<file path="src/rtl/uart_pkg.sv">
// Shared UART definitions: frame state encoding, line levels and default framing.
package uart_pkg;

  typedef enum logic [2:0] {
    ST_IDLE   = 3'd0,
    ST_START  = 3'd1,
    ST_DATA   = 3'd2,
    ST_PARITY = 3'd3,
    ST_STOP   = 3'd4
  } uart_state_e;

  localparam logic UART_IDLE_LEVEL  = 1'b1;
  localparam logic UART_START_LEVEL = 1'b0;

  localparam int unsigned UART_DATA_BITS     = 8;
  localparam int unsigned UART_STOP_BITS     = 1;
  localparam int unsigned UART_MAX_DATA_BITS = 8;

endpackage

</file>
<file path="src/rtl/uart_tx_if.sv">
// AXI-Stream byte channel feeding the UART transmitter.
interface uart_tx_if;
  import uart_pkg::*;

  logic [UART_MAX_DATA_BITS-1:0] tdata;
  logic                          tvalid;
  logic                          tready;

  modport master (output tdata, output tvalid, input tready);
  modport slave  (input tdata, input tvalid, output tready);

endinterface

</file>
<file path="src/rtl/uart_baud_tick.sv">
// Loadable bit-period down-counter; tick_c pulses for one cycle at zero, then reloads.
module uart_baud_tick #(
  parameter int unsigned PRESCALE_WIDTH = 16
) (
  input  logic                      aclk,
  input  logic                      areset,
  input  logic                      en_i,
  input  logic                      load_i,
  input  logic [PRESCALE_WIDTH-1:0] load_val_i,
  input  logic [PRESCALE_WIDTH-1:0] reload_val_i,
  output logic                      tick_c
);

  logic [PRESCALE_WIDTH-1:0] cnt_q, cnt_d;

  assign tick_c = en_i && !load_i && (cnt_q == '0);

  always_comb begin
    cnt_d = cnt_q;
    if (load_i) begin
      cnt_d = load_val_i;
    end else if (en_i) begin
      if (cnt_q == '0) cnt_d = reload_val_i;
      else             cnt_d = cnt_q - PRESCALE_WIDTH'(1);
    end
  end

  always_ff @(posedge aclk or posedge areset) begin
    if (areset) cnt_q <= '0;
    else        cnt_q <= cnt_d;
  end

endmodule

</file>
<file path="src/rtl/uart_tx.sv">
// AXI-Stream to serial UART transmitter, LSB first, runtime prescaler.
// Define UART_TX_PARITY_EN to insert a parity bit after the data bits.
module uart_tx
  import uart_pkg::*;
#(
  parameter int unsigned DATA_BITS      = UART_DATA_BITS,
  parameter int unsigned STOP_BITS      = UART_STOP_BITS,
  parameter int unsigned PRESCALE_WIDTH = 16,
  parameter int unsigned PARITY_ODD     = 0
) (
  input  logic                      aclk,
  input  logic                      areset,
  uart_tx_if.slave                  s_axis,
  input  logic [PRESCALE_WIDTH-1:0] prescale,
  output logic                      txd,
  output logic                      busy
);

  localparam int unsigned BIT_CNT_W = $clog2(UART_MAX_DATA_BITS);

  uart_state_e               state_q, state_d;
  logic [DATA_BITS-1:0]      shift_q, shift_d;
  logic [PRESCALE_WIDTH-1:0] period_q, period_d;
  logic [BIT_CNT_W-1:0]      bit_cnt_q, bit_cnt_d;
  logic                      stop_cnt_q, stop_cnt_d;
  logic                      txd_q, txd_d;
  logic                      tready_q, tready_d;
  logic                      busy_q, busy_d;
  logic                      load_c;
  logic                      tick_c;
`ifdef UART_TX_PARITY_EN
  logic                      parity_q, parity_d;
`endif

  assign s_axis.tready = tready_q;
  assign txd           = txd_q;
  assign busy          = busy_q;

  uart_baud_tick #(
    .PRESCALE_WIDTH (PRESCALE_WIDTH)
  ) u_baud_tick (
    .aclk         (aclk),
    .areset       (areset),
    .en_i         (state_q != ST_IDLE),
    .load_i       (load_c),
    .load_val_i   (prescale),
    .reload_val_i (period_q),
    .tick_c       (tick_c)
  );

  // Next-state, datapath and pin level, all decided one cycle ahead of the registers.
  always_comb begin
    state_d    = state_q;
    shift_d    = shift_q;
    period_d   = period_q;
    bit_cnt_d  = bit_cnt_q;
    stop_cnt_d = stop_cnt_q;
    load_c     = 1'b0;
`ifdef UART_TX_PARITY_EN
    parity_d   = parity_q;
`endif

    case (state_q)
      ST_IDLE: begin
        if (s_axis.tvalid && tready_q) begin
          state_d    = ST_START;
          shift_d    = s_axis.tdata[DATA_BITS-1:0];
          period_d   = prescale;
          bit_cnt_d  = '0;
          stop_cnt_d = 1'b0;
          load_c     = 1'b1;
`ifdef UART_TX_PARITY_EN
          parity_d   = (^s_axis.tdata[DATA_BITS-1:0]) ^ 1'(PARITY_ODD);
`endif
        end
      end
      ST_START: begin
        if (tick_c) state_d = ST_DATA;
      end
      ST_DATA: begin
        if (tick_c) begin
          if (bit_cnt_q == BIT_CNT_W'(DATA_BITS - 1)) begin
`ifdef UART_TX_PARITY_EN
            state_d = ST_PARITY;
`else
            state_d = ST_STOP;
`endif
            bit_cnt_d = '0;
          end else begin
            bit_cnt_d = bit_cnt_q + BIT_CNT_W'(1);
            shift_d   = shift_q >> 1;
          end
        end
      end
`ifdef UART_TX_PARITY_EN
      ST_PARITY: begin
        if (tick_c) state_d = ST_STOP;
      end
`endif
      ST_STOP: begin
        if (tick_c) begin
          if (stop_cnt_q == 1'(STOP_BITS - 1)) begin
            state_d    = ST_IDLE;
            stop_cnt_d = 1'b0;
          end else begin
            stop_cnt_d = 1'b1;
          end
        end
      end
      default: state_d = ST_IDLE;
    endcase

    case (state_d)
      ST_START:  txd_d = UART_START_LEVEL;
      ST_DATA:   txd_d = shift_d[0];
`ifdef UART_TX_PARITY_EN
      ST_PARITY: txd_d = parity_d;
`endif
      default:   txd_d = UART_IDLE_LEVEL;
    endcase

    tready_d = (state_d == ST_IDLE);
    busy_d   = (state_d != ST_IDLE);
  end

  always_ff @(posedge aclk or posedge areset) begin
    if (areset) begin
      state_q    <= ST_IDLE;
      shift_q    <= '0;
      period_q   <= '0;
      bit_cnt_q  <= '0;
      stop_cnt_q <= 1'b0;
      txd_q      <= UART_IDLE_LEVEL;
      tready_q   <= 1'b0;
      busy_q     <= 1'b0;
`ifdef UART_TX_PARITY_EN
      parity_q   <= 1'b0;
`endif
    end else begin
      state_q    <= state_d;
      shift_q    <= shift_d;
      period_q   <= period_d;
      bit_cnt_q  <= bit_cnt_d;
      stop_cnt_q <= stop_cnt_d;
      txd_q      <= txd_d;
      tready_q   <= tready_d;
      busy_q     <= busy_d;
`ifdef UART_TX_PARITY_EN
      parity_q   <= parity_d;
`endif
    end
  end

endmodule

</file>
<file path="src/flat_wrapper.sv">
// flat-port wrapper written by rule: the top's interface ports become plain ports
module uart_tx_flat import uart_pkg::*;
#(
  parameter int unsigned DATA_BITS      = UART_DATA_BITS,
  parameter int unsigned STOP_BITS      = UART_STOP_BITS,
  parameter int unsigned PRESCALE_WIDTH = 16,
  parameter int unsigned PARITY_ODD     = 0
)
  (aclk, areset, prescale, txd, busy, s_axis_tdata, s_axis_tvalid, s_axis_tready);
  uart_tx_if s_axis_i ();
  input  logic aclk;
  input  logic areset;
  input  logic [PRESCALE_WIDTH-1:0] prescale;
  output logic txd;
  output logic busy;
  input wire logic [$bits(s_axis_i.tdata)-1:0] s_axis_tdata;
  input wire logic [$bits(s_axis_i.tvalid)-1:0] s_axis_tvalid;
  output wire logic [$bits(s_axis_i.tready)-1:0] s_axis_tready;
  assign s_axis_i.tdata = s_axis_tdata;
  assign s_axis_i.tvalid = s_axis_tvalid;
  assign s_axis_tready = s_axis_i.tready;
  uart_tx #(.DATA_BITS(DATA_BITS), .STOP_BITS(STOP_BITS), .PRESCALE_WIDTH(PRESCALE_WIDTH), .PARITY_ODD(PARITY_ODD)) u_core (.aclk(aclk), .areset(areset), .s_axis(s_axis_i), .prescale(prescale), .txd(txd), .busy(busy));
endmodule
</file>
<file path="config.mk">
export PLATFORM = sky130hd
export DESIGN_NAME = uart_tx_flat
export DESIGN_NICKNAME = d
export VERILOG_FILES = /design/src/rtl/uart_pkg.sv /design/src/rtl/uart_tx_if.sv /design/src/rtl/uart_baud_tick.sv /design/src/rtl/uart_tx.sv /design/src/flat_wrapper.sv
export SDC_FILE = /design/constraint.sdc
export NUM_CORES = 1
export LEC_CHECK = 0
export ABC_CLOCK_PERIOD_IN_PS = 2530
export CORE_MARGIN = 10
export CORE_UTILIZATION = 55
export CTS_BUF_LIST = sky130_fd_sc_hd__clkbuf_16
export DETAILED_ROUTE_END_ITERATION = 8
export PLACE_DENSITY = 0.77
export SYNTH_ARGS = -nofsm -noshare
export SYNTH_HDL_FRONTEND = slang
export SYNTH_SLANG_ARGS = --single-unit
</file>
<file path="constraint.sdc">
create_clock -name aclk -period 2.53 [get_ports aclk]
set_input_delay 0.3795 -clock aclk [delete_from_list [all_inputs] [get_ports aclk]]
set_output_delay 0.3795 -clock aclk [all_outputs]
set_load 0.02 [all_outputs]
</file>
==> implementation parameters <==
Parameter                              Value

Outcome
  Result of the run ... completed

Pwr
  Fraction of power consumed by combinational cells ... 0.333
  Switching Share ... 0.350
  Power dissipated by switching net loads ... 1.11 mW
  Worst IR Drop VDD ... 0.000649 V
  Lkg Pwr ... 1.49 nW
  Clock power frac ... 0.232
  Cell Int Power ... 2.07 mW
  Sequential share of power ... 0.434
  Total power per unit cell area ... 1020 mW/mm^2

Synthesis
  Cell type with the highest aggregate area in the netlist ... sky130_fd_sc_hd__dfrtp_1
  Most used flip-flop cell after synthesis ... sky130_fd_sc_hd__dfrtp_1
  EDFF count, synth ... 0
  Synth area leaders ... sky130_fd_sc_hd__dfrtp_1 47%, sky130_fd_sc_hd__nand2_1 9.1%, sky130_fd_sc_hd__mux2i_1 4.7%
  Post-synthesis sequential element count ... 49
  Post-synth cell types ... 46
  Ys async rst share ... 1.00
  Netlist area before placement ... 0.00255 mm^2
  Fraction of the yosys area taken by sequential cells ... 0.481
  Mean area per synthesized cell ... 9.27 um^2
  Count of synthesis-stage warnings from yosys ... 0
  Synthesized netlist cell count ... 275
  Area share of the largest cell type after synthesis ... 0.471
  Net Count, Synth ... 305

Clock network
  Number of H-tree levels ... 2
  Clock Sinks ... 49
  TritonCTS clock tree ... yes
  Clock transition at the registers of the reported paths ... 0.07 ns
  Cts repair resizes ... 0
  Deepest clock path buffer count ... 2
  Clk root buf ... sky130_fd_sc_hd__clkbuf_16
  Worst-skew pair later-pin latency ... 0.29 ns
  Post-CTS Hold Fix Bufs ... 0
  CTS Buf Count ... 5
  Post-CTS Setup Inserts ... 0

STA
  Slew Viols, Final ... 0
  Clock Skew ... 0.00656 ns
  Post-layout minimum cycle time ... 2.27 ns
  Finish-stage setup viols ... 0
  Period utilisation layout ... 0.897
  Achievable clock frequency ... 0.440 GHz
  Unrepaired setup endpoints after global routing ... false
  Setup slack of the critical path after layout ... 0.259 ns
  Summed negative setup slack over all endpoints ... 0 ns
  Worst slew margin ... 0.668
  Final hold violation count ... 0
  Actual slew at the worst max-slew pin ... 0.494 ns

Worst setup path
  Slack of the worst reg-to-reg path ... 0.26 ns
  Max stage delay on crit path ... 0.42 ns
  Worst path slowest cell ... sky130_fd_sc_hd__dfrtp_1
  Crit path max fanout ... 24
  Delay-heaviest family, CP ... simple AND/OR/NAND/NOR gates
  Beginning of the worst register-to-register path ... u_core.u_baud_tick.cnt_q[0]
  Count of buffer and inverter cells on the critical path ... 2
  Critical path endpoint category ... flop
  Reg-to-reg endpoint ... u_core.busy
  Data required time of the worst path ... 2.70 ns
  Critical Path Stages ... 8
  Cell-by-cell listing of the critical path ... inv_1 -> ha_1 -> nor4b_1 -> nand4_2 -> buf_4 -> a21oi_1 -> nor3_1 -> or3_1
  Type of element launching the critical path ... flop
  Setup CP Type ... reg2reg
  CP arrival ... 2.44 ns
  R2R cell count ... 8

Floorplan
  Number of top-level pins ... 30
  Effective utilization at floorplan ... 0.578
  Height of the die ... 88.1 um
  Area of the die ... 0.00776 mm^2
  Count of standard-cell rows ... 24
  Core outline area ... 0.00441 mm^2
  Die extent in x ... 88.1 um

Global route
  Number of antenna violations at the first check in global routing ... 0
  Residual overflow from global routing ... 0
  Global routing usage summed across all routing layers ... 0.166
  Wire length of the first global-routing pass ... 10400 um
  Vias in the first global route ... 2145
  Maximum number of pins on one net before global-route repair ... 25

Detailed routing
  Drt wl/cell ... 16.8 um
  Number of vias per cell after detailed routing ... 5.92
  Total routed wirelength ... 6160 um
  Number of nets with antenna violations after detailed routing ... 0
  DRC violations left ... 0
  Vias after detailed routing ... 2167
  Iteration-0 DRC Markers ... 214
  Detailed Routing Iterations Pass 1 ... 4

Flow run
  Max_cap viols ... 0

Placement
  Buffers on Ports ... 29
  Worst slack, placed ... 0.306 ns
  Estimated wirelength of the detail-placed design ... 4340 um
  Number of placed cells counting well taps ... 358
  Routability Congestion ... 0.925

Final layout
  Number of filler instances in the final layout ... 354
  Share of final-layout standard cells stronger than drive strength 1 ... 0.0987
  End-of-flow core utilization ... 0.707
  Non-filler instance count after layout ... 366
  Area growth from synthesis to final layout ... 22.4%
  Most frequent cells in the layout ... 62 x sky130_fd_sc_hd__nand2_1, 48 x sky130_fd_sc_hd__dfrtp_1, 29 x sky130_fd_sc_hd__clkdlybuf4s50_1
  Post-layout net count ... 343
  Ant diodes ... 0
  Most frequent standard cell in the layout excluding fill and tap cells ... sky130_fd_sc_hd__nand2_1

Hold path
  HP Class ... in2async
[synthesized netlist by cell type, types with 2 or more instances]
master                     number
sky130_fd_sc_hd__xor2_1         3
sky130_fd_sc_hd__nor2_1        17
sky130_fd_sc_hd__mux2_2         3
sky130_fd_sc_hd__nor4b_1        2
sky130_fd_sc_hd__nor4_4         2
sky130_fd_sc_hd__or3_1          4
sky130_fd_sc_hd__nand2_1       62
sky130_fd_sc_hd__mux2i_1       12
sky130_fd_sc_hd__o211ai_1       9
sky130_fd_sc_hd__clkbuf_1      10
sky130_fd_sc_hd__o21ai_1        4
sky130_fd_sc_hd__inv_1          8
sky130_fd_sc_hd__a21oi_1       10
sky130_fd_sc_hd__o31ai_1        2
sky130_fd_sc_hd__a22o_1         6
sky130_fd_sc_hd__nand3b_1       2
sky130_fd_sc_hd__o21a_1         2
sky130_fd_sc_hd__nor3_1         5
sky130_fd_sc_hd__o21ai_0       17
sky130_fd_sc_hd__dfrtp_1       48
sky130_fd_sc_hd__ha_1           3
sky130_fd_sc_hd__a21o_1         7
sky130_fd_sc_hd__nand3_1        9
sky130_fd_sc_hd__nor4_1         3
sky130_fd_sc_hd__xnor2_1        2
sky130_fd_sc_hd__buf_2          2
sky130_fd_sc_hd__and3_1         2
[layout make-up]
cell class / count / area [um^2] / share of cell area
clock inverter: 3 / 37.5 / 0.0120
multi-input combinational: 205 / 1230 / 0.395
inverter: 8 / 30.0 / 0.00962
clock buffer: 5 / 125 / 0.0401
timing repair buffer: 44 / 403 / 0.129
sequential: 49 / 1230 / 0.393
tap: 52 / 65.1 / 0.0208
[power groups by stage]
stage	logic, mW	clock network [mW]	registers [mW]
after floorplan	0.750	0	1.32
after global placement	1.02	0	1.37
after detailed placement	1.05	0	1.38
after CTS	1.06	0.750	1.37
after global routing	1.20	0.783	1.42
final	1.06	0.739	1.38
[routing by layer]
layer,track usage,part of all wire
met1,0.219,0.46
met2,0.257,0.47
met3,0.0436,0.052
met4,0.0613,0.021
met5,0,0
[state kept, by name, indices dropped and copies added (netlist names)]
name	flops
u_core.u_baud_tick.cnt_q	16
u_core.shift_q	8
u_core.period_q	16
u_core.txd	1
u_core.bit_cnt_q	3
u_core.busy	1
u_core.s_axis.tready	1
u_core.state_q	3
[logic make-up after synthesis]
family	after synthesis	share of synthesized area
and+or+nand+nor	117	0.224
AOI/OAI and AO/OA	65	0.167
DFF	49	0.481
buffers and inverters	21	0.0348
muxes	15	0.0604
xor gates and xnor gates	5	0.0172
adders and majority gates	3	0.0147
[worst max path at each step]
stage / start / end / slack (ns)
after floorplan: u_core.u_baud_tick.cnt_q[0] / u_core.busy / 0.39
after global placement: u_core.u_baud_tick.cnt_q[0] / u_core.busy / 0.36
after detailed placement: u_core.u_baud_tick.cnt_q[0] / u_core.busy / 0.31
after CTS: u_core.u_baud_tick.cnt_q[0] / u_core.busy / 0.28
after global routing: u_core.u_baud_tick.cnt_q[0] / u_core.busy / 0.02
final: u_core.u_baud_tick.cnt_q[0] / u_core.busy / 0.26
[metrics by stage]
step	hold slack, ns	cell area, um^2	total power, mW
2_1_floorplan	0.440	2550	2.07
3_3_place_gp	0.454	2960	2.39
3_5_place_dp	0.460	2960	2.43
4_1_cts	0.375	3120	3.19
5_1_grt	0.412	3120	3.41
6_report	0.363	3120	3.18
(Power assumes the default switching activity.)
